### src/rtl/tree_space_mgr_pkg.sv
// Shared types for the BST node-slot allocator.
//   tsm_state_e : allocator FSM states (slot empty / slot valid / clear in progress)
//   idx_width() : width of a node index for a given node count (min 1 bit)
package tree_space_mgr_pkg;

    typedef enum logic [1:0] {
        StFill,
        StReady,
        StClear
    } tsm_state_e;

    function automatic int unsigned idx_width(input int unsigned node_num);
        return (node_num > 1) ? $clog2(node_num) : 1;
    endfunction

endpackage

### src/rtl/tree_space_mgr_fifo.sv
// Synchronous FIFO of recycled node indices.
//   clk_i   : clock
//   srst_i  : synchronous active-high reset
//   flush_i : drop all entries (same effect as reset)
//   push_i  : write data_i at the tail
//   data_i  : index to push
//   pop_i   : advance the head (ignored while empty)
//   data_o  : current head entry
//   empty_o : no entries stored; a push is visible here one cycle later
module tree_space_mgr_fifo #(
    parameter int unsigned Depth = 64,
    parameter int unsigned Width = 6
) (
    input  logic             clk_i,
    input  logic             srst_i,
    input  logic             flush_i,
    input  logic             push_i,
    input  logic [Width-1:0] data_i,
    input  logic             pop_i,
    output logic [Width-1:0] data_o,
    output logic             empty_o
);

    localparam int unsigned PtrW = (Depth > 1) ? $clog2(Depth) : 1;

    logic [Width-1:0] mem_q [Depth];
    logic [PtrW-1:0]  wr_ptr_q, rd_ptr_q;
    logic [PtrW:0]    count_q, count_d;
    logic             do_pop;

    assign empty_o = (count_q == '0);
    assign do_pop  = pop_i & ~empty_o;
    assign data_o  = mem_q[rd_ptr_q];

    always_comb begin
        count_d = count_q;
        unique case ({push_i, do_pop})
            2'b10:   count_d = count_q + (PtrW+1)'(1);
            2'b01:   count_d = count_q - (PtrW+1)'(1);
            default: count_d = count_q;
        endcase
    end

    always_ff @(posedge clk_i) begin
        if (srst_i || flush_i) begin
            wr_ptr_q <= '0;
            rd_ptr_q <= '0;
            count_q  <= '0;
        end else begin
            if (push_i) begin
                wr_ptr_q <= wr_ptr_q + PtrW'(1);
            end
            if (do_pop) begin
                rd_ptr_q <= rd_ptr_q + PtrW'(1);
            end
            count_q <= count_d;
        end
    end

    // Storage needs no reset: entries are only read after being written.
    always_ff @(posedge clk_i) begin
        if (push_i) begin
            mem_q[wr_ptr_q] <= data_i;
        end
    end

endmodule

### src/rtl/tree_space_mgr.sv
// Node-slot allocator for the BST engine.
//   aclk_i / srst_i            : clock, synchronous active-high reset
//   tree_clear_i               : pulse, release every node
//   tree_ready_o               : low while a clear is in progress
//   tree_mgt_req_valid_i/ready_o/addr_o : allocation handshake; addr valid while ready
//   tree_mgt_free_valid_i/ready_o/addr_i: release handshake
//   tree_mgt_full_o            : all nodes allocated
//   used_count_o               : number of allocated nodes
//   free_err_o                 : one-cycle pulse after an illegal release was dropped
module tree_space_mgr
    import tree_space_mgr_pkg::*;
#(
    parameter int unsigned RAM_ADDR_WIDTH = 16,
    parameter int unsigned NODE_NUM       = 64,
    parameter int unsigned NODE_STRIDE    = 8,
    parameter int unsigned BASE_ADDR      = 0
) (
    input  logic                          aclk_i,
    input  logic                          srst_i,
    input  logic                          tree_clear_i,
    output logic                          tree_ready_o,
    input  logic                          tree_mgt_req_valid_i,
    output logic                          tree_mgt_req_ready_o,
    output logic [RAM_ADDR_WIDTH-1:0]     tree_mgt_req_addr_o,
    input  logic                          tree_mgt_free_valid_i,
    output logic                          tree_mgt_free_ready_o,
    input  logic [RAM_ADDR_WIDTH-1:0]     tree_mgt_free_addr_i,
    output logic                          tree_mgt_full_o,
    output logic [$clog2(NODE_NUM+1)-1:0] used_count_o,
    output logic                          free_err_o
);

    localparam int unsigned IdxW     = idx_width(NODE_NUM);
    localparam int unsigned UsedW    = $clog2(NODE_NUM + 1);
    localparam int unsigned StrideSh = $clog2(NODE_STRIDE);

    tsm_state_e          state_q, state_d;
    logic [IdxW-1:0]     slot_q, slot_d;
    logic [IdxW:0]       fresh_q, fresh_d;
    logic [NODE_NUM-1:0] bitmap_q, bitmap_d;
    logic [UsedW-1:0]    used_q, used_d;
    logic                free_err_q, free_err_d;

    logic            fifo_empty, fifo_pop;
    logic [IdxW-1:0] fifo_head;

    logic            req_hs, free_hs, free_legal;
    logic [31:0]     free_off;
    logic [IdxW-1:0] free_idx;
    logic            free_aligned, free_in_range;

    // Offset is computed in 32 bits so addresses below BASE_ADDR wrap to a huge value and
    // fail the range check.
    assign free_off      = 32'(tree_mgt_free_addr_i) - 32'(BASE_ADDR);
    assign free_aligned  = ((free_off & 32'(NODE_STRIDE - 1)) == 32'd0);
    assign free_in_range = (free_off < 32'(NODE_NUM * NODE_STRIDE));
    assign free_idx      = IdxW'(free_off >> StrideSh);

    // A pending clear wins over both handshakes, so their effects are suppressed here.
    assign req_hs     = (state_q == StReady) & tree_mgt_req_valid_i & ~tree_clear_i;
    assign free_hs    = tree_mgt_free_ready_o & tree_mgt_free_valid_i & ~tree_clear_i;
    assign free_legal = free_hs & free_aligned & free_in_range & bitmap_q[free_idx];
    assign fifo_pop   = (state_q == StFill) & ~fifo_empty & ~tree_clear_i;

    tree_space_mgr_fifo #(
        .Depth (NODE_NUM),
        .Width (IdxW)
    ) u_fifo (
        .clk_i   (aclk_i),
        .srst_i  (srst_i),
        .flush_i (tree_clear_i),
        .push_i  (free_legal),
        .data_i  (free_idx),
        .pop_i   (fifo_pop),
        .data_o  (fifo_head),
        .empty_o (fifo_empty)
    );

    always_comb begin
        state_d    = state_q;
        slot_d     = slot_q;
        fresh_d    = fresh_q;
        bitmap_d   = bitmap_q;
        used_d     = used_q;
        free_err_d = free_hs & ~free_legal;

        unique case (state_q)
            StFill: begin
                // Recycled indices first; the fresh counter saturates at NODE_NUM.
                if (fifo_pop) begin
                    slot_d  = fifo_head;
                    state_d = StReady;
                end else if (fresh_q < (IdxW+1)'(NODE_NUM)) begin
                    slot_d  = fresh_q[IdxW-1:0];
                    fresh_d = fresh_q + (IdxW+1)'(1);
                    state_d = StReady;
                end
            end
            StReady: begin
                if (req_hs) begin
                    bitmap_d[slot_q] = 1'b1;
                    state_d          = StFill;
                end
            end
            StClear: state_d = StFill;
            default: state_d = StFill;
        endcase

        // The slot index is never marked in the bitmap, so it cannot collide with free_idx.
        if (free_legal) begin
            bitmap_d[free_idx] = 1'b0;
        end

        unique case ({req_hs, free_legal})
            2'b10:   used_d = used_q + UsedW'(1);
            2'b01:   used_d = used_q - UsedW'(1);
            default: used_d = used_q;
        endcase

        if (tree_clear_i) begin
            state_d    = StClear;
            fresh_d    = '0;
            bitmap_d   = '0;
            used_d     = '0;
            free_err_d = 1'b0;
        end
    end

    always_ff @(posedge aclk_i) begin
        if (srst_i) begin
            state_q    <= StFill;
            slot_q     <= '0;
            fresh_q    <= '0;
            bitmap_q   <= '0;
            used_q     <= '0;
            free_err_q <= 1'b0;
        end else begin
            state_q    <= state_d;
            slot_q     <= slot_d;
            fresh_q    <= fresh_d;
            bitmap_q   <= bitmap_d;
            used_q     <= used_d;
            free_err_q <= free_err_d;
        end
    end

    assign tree_ready_o          = (state_q != StClear);
    assign tree_mgt_free_ready_o = (state_q != StClear);
    assign tree_mgt_req_ready_o  = (state_q == StReady);
    assign tree_mgt_req_addr_o   = tree_mgt_req_ready_o
                                 ? RAM_ADDR_WIDTH'(BASE_ADDR)
                                   + (RAM_ADDR_WIDTH'(slot_q) << StrideSh)
                                 : '0;
    assign tree_mgt_full_o       = (used_q == UsedW'(NODE_NUM));
    assign used_count_o          = used_q;
    assign free_err_o            = free_err_q;

endmodule

### config.mk
export PLATFORM = sky130hd
export DESIGN_NAME = tree_space_mgr
export DESIGN_NICKNAME = d
export VERILOG_FILES = /design/src/rtl/tree_space_mgr_pkg.sv /design/src/rtl/tree_space_mgr_fifo.sv /design/src/rtl/tree_space_mgr.sv
export SDC_FILE = /design/constraint.sdc
export NUM_CORES = 1
export LEC_CHECK = 0
export BUFFER_PORTS_ARGS = -buffer_cell sky130_fd_sc_hd__buf_2
export CAP_MARGIN = 10
export CORE_MARGIN = 2
export CORE_UTILIZATION = 48
export CTS_BUF_LIST = sky130_fd_sc_hd__clkbuf_8
export DETAILED_ROUTE_END_ITERATION = 7
export GPL_ROUTABILITY_DRIVEN = 0
export GPL_TIMING_DRIVEN = 0
export PLACE_DENSITY = 0.73
export SETUP_SLACK_MARGIN = 0.3
export SLEW_MARGIN = 20
export SYNTH_ARGS = -nofsm -noshare
export SYNTH_HDL_FRONTEND = slang
export SYNTH_SLANG_ARGS = --single-unit
### constraint.sdc
create_clock -name aclk_i -period 6.38 [get_ports aclk_i]
set_input_delay 0.638 -clock aclk_i [delete_from_list [all_inputs] [get_ports aclk_i]]
set_output_delay 0.638 -clock aclk_i [all_outputs]
set_load 0.02 [all_outputs]
Word level (Yosys, flattened, before mapping):

Memory sizes are Yosys's and may differ from the RTL's. A register that Yosys moved wholly into a read port is not among the register bits.
Index checks and enable logic that the tools add are counted.

* register bits after elaboration: 106
* bits in writable memories: 384
* input bits: 21
* output and inout port bits: 28
* word-level logic and storage cells: 90
* memories: 1

Memories
* u_fifo.mem_q: words 64, width 6, read ports 1, clocked after Yosys merged registers in 1, wr ports 1, line tree_space_mgr_fifo.sv:26 `logic [Width-1:0] mem_q [Depth];`

* $add $sub $neg: 7
* order comparisons: 6
* equality and inequality tests: 11
* multiplexer cells: 23
* bitwise operators: 18
* reductions and logical operators: 14

Operator list (count)
* two-way mux 64 bit: 3
* AND 64 bit: 1
* inverter 64 bit: 1
* OR 64 bit: 1
* logical NOT 32 bit: 1
* one-hot mux 7 bit (2 select lines): 2
* two-way mux 6 bit: 4
* adder 7 x 1 -> 7 bit, second input constant: 3
* < comparator 16 x 10 -> 1 bit, second input constant: 1
* < comparator 6 x 7 -> 1 bit, second input constant: 2
* subtractor 7 x 1 -> 7 bit, second input constant: 2
* adder 6 x 1 -> 6 bit, second input constant: 2
* demux 1 bit (select 6 bit): 2
* greater-or-equal comparator 6 x 1 -> 1 bit, second input constant: 2
* AND 1 bit: 11
* two-way mux 9 bit: 1
* two-way mux 2 bit: 4
* equality test 7 bit, second input constant: 1
* logical NOT 7 bit: 1
* < comparator 7 bit, second input constant: 1
* binary-select mux 1 bit (select 6 bit): 1
* equality test 2 x 1 -> 1 bit, second input constant: 3
* AND reduction 2 bit: 3
* nonzero test 2 bit: 3
* 14 further kinds: 23

Logic depth before layout (Yosys ltp):

* depth in word-level cells: 9
* gate-level depth with buffers: 23
* depth with buffers taken out: 17

Modules after synthesis:

From an unflattened synthesis, not the netlist that was laid out.

* cell total of the unflattened synthesis: 1482
* area total of the unflattened synthesis: 21302.9 µm²

Modules (own cells, without submodules)
* tree_space_mgr_fifo: times used 1, cells each 877, area an instance 16340.7 µm², sequential area each 12031.5 µm²
* tree_space_mgr: times used 1, cells each 605, area an instance 4962.3 µm², sequential area each 1741.7 µm²

Worst setup path after synthesis:

No wires, ideal clock.

* path kind: in2reg
* start point: input tree_mgt_free_addr_i[4]
* end point: register used_q[4] (netlist: used_count_o[4])
* setup time: 70 ps
* data arrival time: 4696 ps
* data required time: 6310 ps
* path slack: 1613 ps
* cell stages on the path: 22
* path buffers: 6
* path through: buf_6 > buf_6 > and3b_1 > buf_2 > a22oi_1 > nand4_1 > a22o_1 > nor4b_4 > or2_1 > buf_6 > buf_4 > inv_1 > ha_1 > buf_1 > xor2_1 > ha_1 > a21oi_1 > o21ai_0 > a221oi_1 > xor2_1 > or3_1 > a21oi_1

* longest elaborated chain between the ends: 5
* elaborated cells between the ends (all ways): 9
* those cells by class: order compare (1); eq/ne (2); mux (3); bitwise (2); reduce/logical (1)

RTL lines
* start, declared: line tree_space_mgr.sv:27 `input logic [RAM_ADDR_WIDTH-1:0] tree_mgt_free_addr_i,`
* < comparator 16 x 10 -> 1 bit or binary-select mux 1 bit (select 6 bit) (tied branches): line tree_space_mgr.sv:56, tree_space_mgr.sv:62
* AND 1 bit or two-way mux 1 bit (tied branches): line tree_space_mgr.sv:62 `assign free_legal = free_hs & free_aligned & free_in_range & bitmap_q[free_idx];`
* AND 1 bit (*): line tree_space_mgr.sv:62
* via free_legal: line tree_space_mgr.sv:47 `logic req_hs, free_hs, free_legal;`
* equality test 2 x 1 -> 1 bit or equality test 2 bit (tied branches): line tree_space_mgr.sv:114 `unique case ({req_hs, free_legal})`
* one-hot mux 7 bit (2 select lines) or nonzero test 2 bit (tied branches)
* end signal, assigned: line tree_space_mgr.sv:142 `used_q <= used_d;`
* end, declared: line tree_space_mgr.sv:41 `logic [UsedW-1:0] used_q, used_d;`

Mark *: on every way through the listed nets, which the timed path passes. The rest lies on a longest branch. The select of a mux whose other input is x is not followed.
A chain may end at the register's enable or synchronous reset.

Worst setup path in the final report:

* start point: input tree_mgt_free_addr_i[3]
* end point: register used_q[4] (netlist: used_count_o[4])

Same word-level chain as after synthesis.

==> flow_metrics.env <==
export IMPL_status="complete, no violations"
export IMPL_ir_drop_uv=159
export IMPL_drc=0
export IMPL_seq_power_share_pct=56.1
export IMPL_cp_arrival_ns=6.24
export IMPL_power_frac_clock_pct=41.6
export IMPL_internal_power_mw=4.86
export IMPL_die_area_sq_mm=0.0456
export IMPL_grtUsageTotal_pct=22.8
export IMPL_switching_share_pct=21.6
export IMPL_coreArea_sq_mm=0.0433
export IMPL_comb_power_share_pct=2.3
export IMPL_ys_warnings_count=0
export IMPL_grt_pass1_vias=12900
export IMPL_antenna_left=0
export IMPL_post_route_util_pct=55.1
export IMPL_fp_dieW_microns=214
export IMPL_required_ns=6.93
export IMPL_cts_htree_levels=3
export IMPL_clk_pin_slew_ns=0.06
export IMPL_cp_max_fo=38
export IMPL_clk_latency_ns=0.64
export IMPL_power_mw=6.20
export IMPL_via_per_inst=6.11
export IMPL_maxCapViolCount=0
export IMPL_start_kind="input pin"
export IMPL_timing_fmax_mhz=176
export IMPL_syn2layout_area_growth_pct=12.9
export IMPL_finalWorstPathRequiredPeriod_ns=5.69
export IMPL_worst_setup_path_type="in2reg"
export IMPL_setup_viol=0
export IMPL_p_sw_mw=1.34
export IMPL_cts_root_buf="clkbuf_8"
export IMPL_cts_buffer_depth=3
export IMPL_synth_area_leaders="edfxtp_1, mux4_2, dfxtp_1"
export IMPL_rsz0062_at_grt="false"
export IMPL_cts_tree="yes"
export IMPL_powerDensity_mw_per_mm2=260
export IMPL_dp_hpwl_mm=32.4
export IMPL_grt_max_degree=68
export IMPL_skew_ns=0.0353
export IMPL_ys_ff_latch=496
export IMPL_netlist_area_sq_mm=0.0211
export IMPL_synth_cell_types=66
export IMPL_synth_edff_count=384
export IMPL_antenna_found_initial=1
export IMPL_clock_sinks=496
export IMPL_finalHoldViolCount=0
export IMPL_num_io_pins=49
export IMPL_nNetsFinal=1530
export IMPL_avgSynthCellArea_sq_um=15.5
export IMPL_critPathCaptureType="flop"
export IMPL_final_max_slew_viol_count=0
export IMPL_synth_seq_area_share_pct=65.3
export IMPL_grt_pass1_wl_mm=76.6
export IMPL_core_rowCount=76
export IMPL_grt_overflow=0
export IMPL_hold_buffers=0
export IMPL_power_leakage_nw=7.52
export IMPL_diodes=0
export IMPL_initial_core_util_pct=48.8
export IMPL_post_route_period_util_pct=89.1
export IMPL_syn_instance_count=1360
export IMPL_first_iter_violations=1794
export IMPL_port_buffers=38
export IMPL_die_y_microns=214
export IMPL_yosys_area_top_type="edfxtp_1"
export IMPL_fin_tns_setup_ns=0
export IMPL_numCtsBuffers=80
export IMPL_fillCellCount=3372
export IMPL_ys_async_sr_fraction_pct=0
export IMPL_dr_pass1_iters=7
export IMPL_route_detailed_wl_per_inst_microns=23.7
export IMPL_worst_pin_slew_ns=1.10
export IMPL_synthFlopType="edfxtp_1"
export IMPL_max_slew_margin_rel_pct=26.2
export IMPL_wirelength_mm=50.8
export IMPL_final_layout_size_suffix_gt1_share_pct=25.3
export IMPL_yosysTopAreaCellShare_pct=54.7
export IMPL_min_path_type="in2reg"
export IMPL_vias=13100
## layout by cell type, fill, tap and decap left out, drive strengths merged, types with 11 or more instances in the layout
cell type / n
a21oi: 16
a31oi: 76
buf: 110
clkbuf: 150
clkinv: 23
dfxtp: 112
edfxtp: 384
inv: 38
mux2i: 35
mux4: 125
nand2: 30
nand3: 13
nand3b: 11
nor2: 107
nor3: 31
nor3b: 11
nor4: 47
o21ai: 78
or3: 15
xor2: 18
## timing repair
action / 4_1_cts / 5_1_grt
setup buffers: 0 / 2
pin swaps: 0 / 1
resized for setup: 1 / 5
endpoints found under the setup margin: 4 / 4
gates cloned: 0 / 0
## final cells by class
| cell class | count | area, sq um | share of cell area (%) |
|---|---|---|---|
| clock buffers | 88 | 1210 | 5.08 |
| inverters | 9 | 33.8 | 0.142 |
| flip-flops and latches | 496 | 13800 | 57.8 |
| plain buffers | 123 | 608 | 2.55 |
| multi-input cells | 741 | 6870 | 28.8 |
| clock inverters | 57 | 292 | 1.22 |
| well taps | 585 | 732 | 3.07 |
| repair buffers | 49 | 300 | 1.26 |
## worst paths after layout
| kind | start | slack, ns | end | depth (start not counted) |
|---|---|---|---|---|
| worst max register to register | bitmap_q[7] | 1.40 | used_count_o[4] | 20 |
| worst min-delay path | tree_clear_i | 0.34 | state_q[1] | 2 |
| worst min register to register | fresh_q[6] | 0.50 | fresh_q[6] | 1 |
| worst max-delay path | tree_mgt_free_addr_i[3] | 0.69 | used_count_o[4] | 23 |
## logic make-up (layout without fill, tap and decap cells)
family / count (synthesis) / count (layout) / synth area share, %
adders and majority gates: 9 / 9 / 0.534
AOI/OAI and AO/OA: 204 / 204 / 5.92
DFF: 496 / 496 / 65.3
muxes: 164 / 164 / 15.2
other: 1 / 10 / 0.0178
buffers and inverters: 132 / 326 / 3.04
and+or+nand+nor: 328 / 328 / 8.90
xor gates and xnor gates: 26 / 26 / 1.08
## worst max-delay path, cell delays in order
cell,delay [ns]
clkbuf_4,0.29
buf_12,0.27
buf_2,0.20
nor3_2,0.77
a22oi_1,0.21
nand4_1,0.16
a22o_1,0.20
nor4b_4,0.06
buf_4,0.18
or2_1,0.25
buf_6,0.17
buf_4,0.21
inv_1,0.10
ha_1,0.26
buf_1,0.42
xor2_1,0.13
ha_1,0.21
a21oi_1,0.23
o21ai_0,0.13
a221oi_1,0.48
xor2_1,0.13
or3_1,0.33
a21oi_1,0.14
## cell usage after synthesis, drive strengths merged (11+ instances only)
cell type / count
mux2i: 35
edfxtp: 384
xor2: 18
dfxtp: 112
nand2: 30
mux4: 125
nor4: 47
a21oi: 16
nor3: 31
nor2: 107
o21ai: 78
a31oi: 76
clkbuf: 61
nand3b: 11
buf: 62
or3: 15
nand3: 13
nor3b: 11
## registers in the layout, summed over array words and instances, names as in the netlist, named ones only
signal	cells
u_fifo.rd_ptr_q	6
used_count_o	7
free_err_o	1
fresh_q	7
u_fifo.mem_q	384
u_fifo.wr_ptr_q	6
u_fifo.count_q	7
bitmap_q	64
slot_q	6
state_q	2
## metrics by stage
stage,hold WS (ns),area [sq um],instances,setup slack [ns]
after floorplan,0.471,21100,1369,1.61
after global placement,0.487,22000,1992,-0.426
after detailed placement,0.491,22300,2001,-0.512
after CTS,0.307,23800,2146,0.492
after global routing,0.326,23800,2148,0.305
final,0.344,23800,2148,0.693
## metal layers
layer	up-vias	wire, microns	global-route usage, %
li1	5679	-	-
met1	6588	20400	30.8
met2	708	24000	36.2
met3	144	4720	5.26
met4	4	1550	8.62
met5	-	62	0
## power groups by stage
stage / Clock [mW] / Sequential [mW] / Combinational (mW)
floorplan: 0 / 3.55 / 0.0648
global placement: 0 / 3.55 / 0.133
detailed placement: 0 / 3.55 / 0.141
CTS: 2.61 / 3.48 / 0.141
global route: 2.76 / 3.48 / 0.156
finish: 2.58 / 3.48 / 0.145
Note: power is estimated with default switching activity, not from simulation.
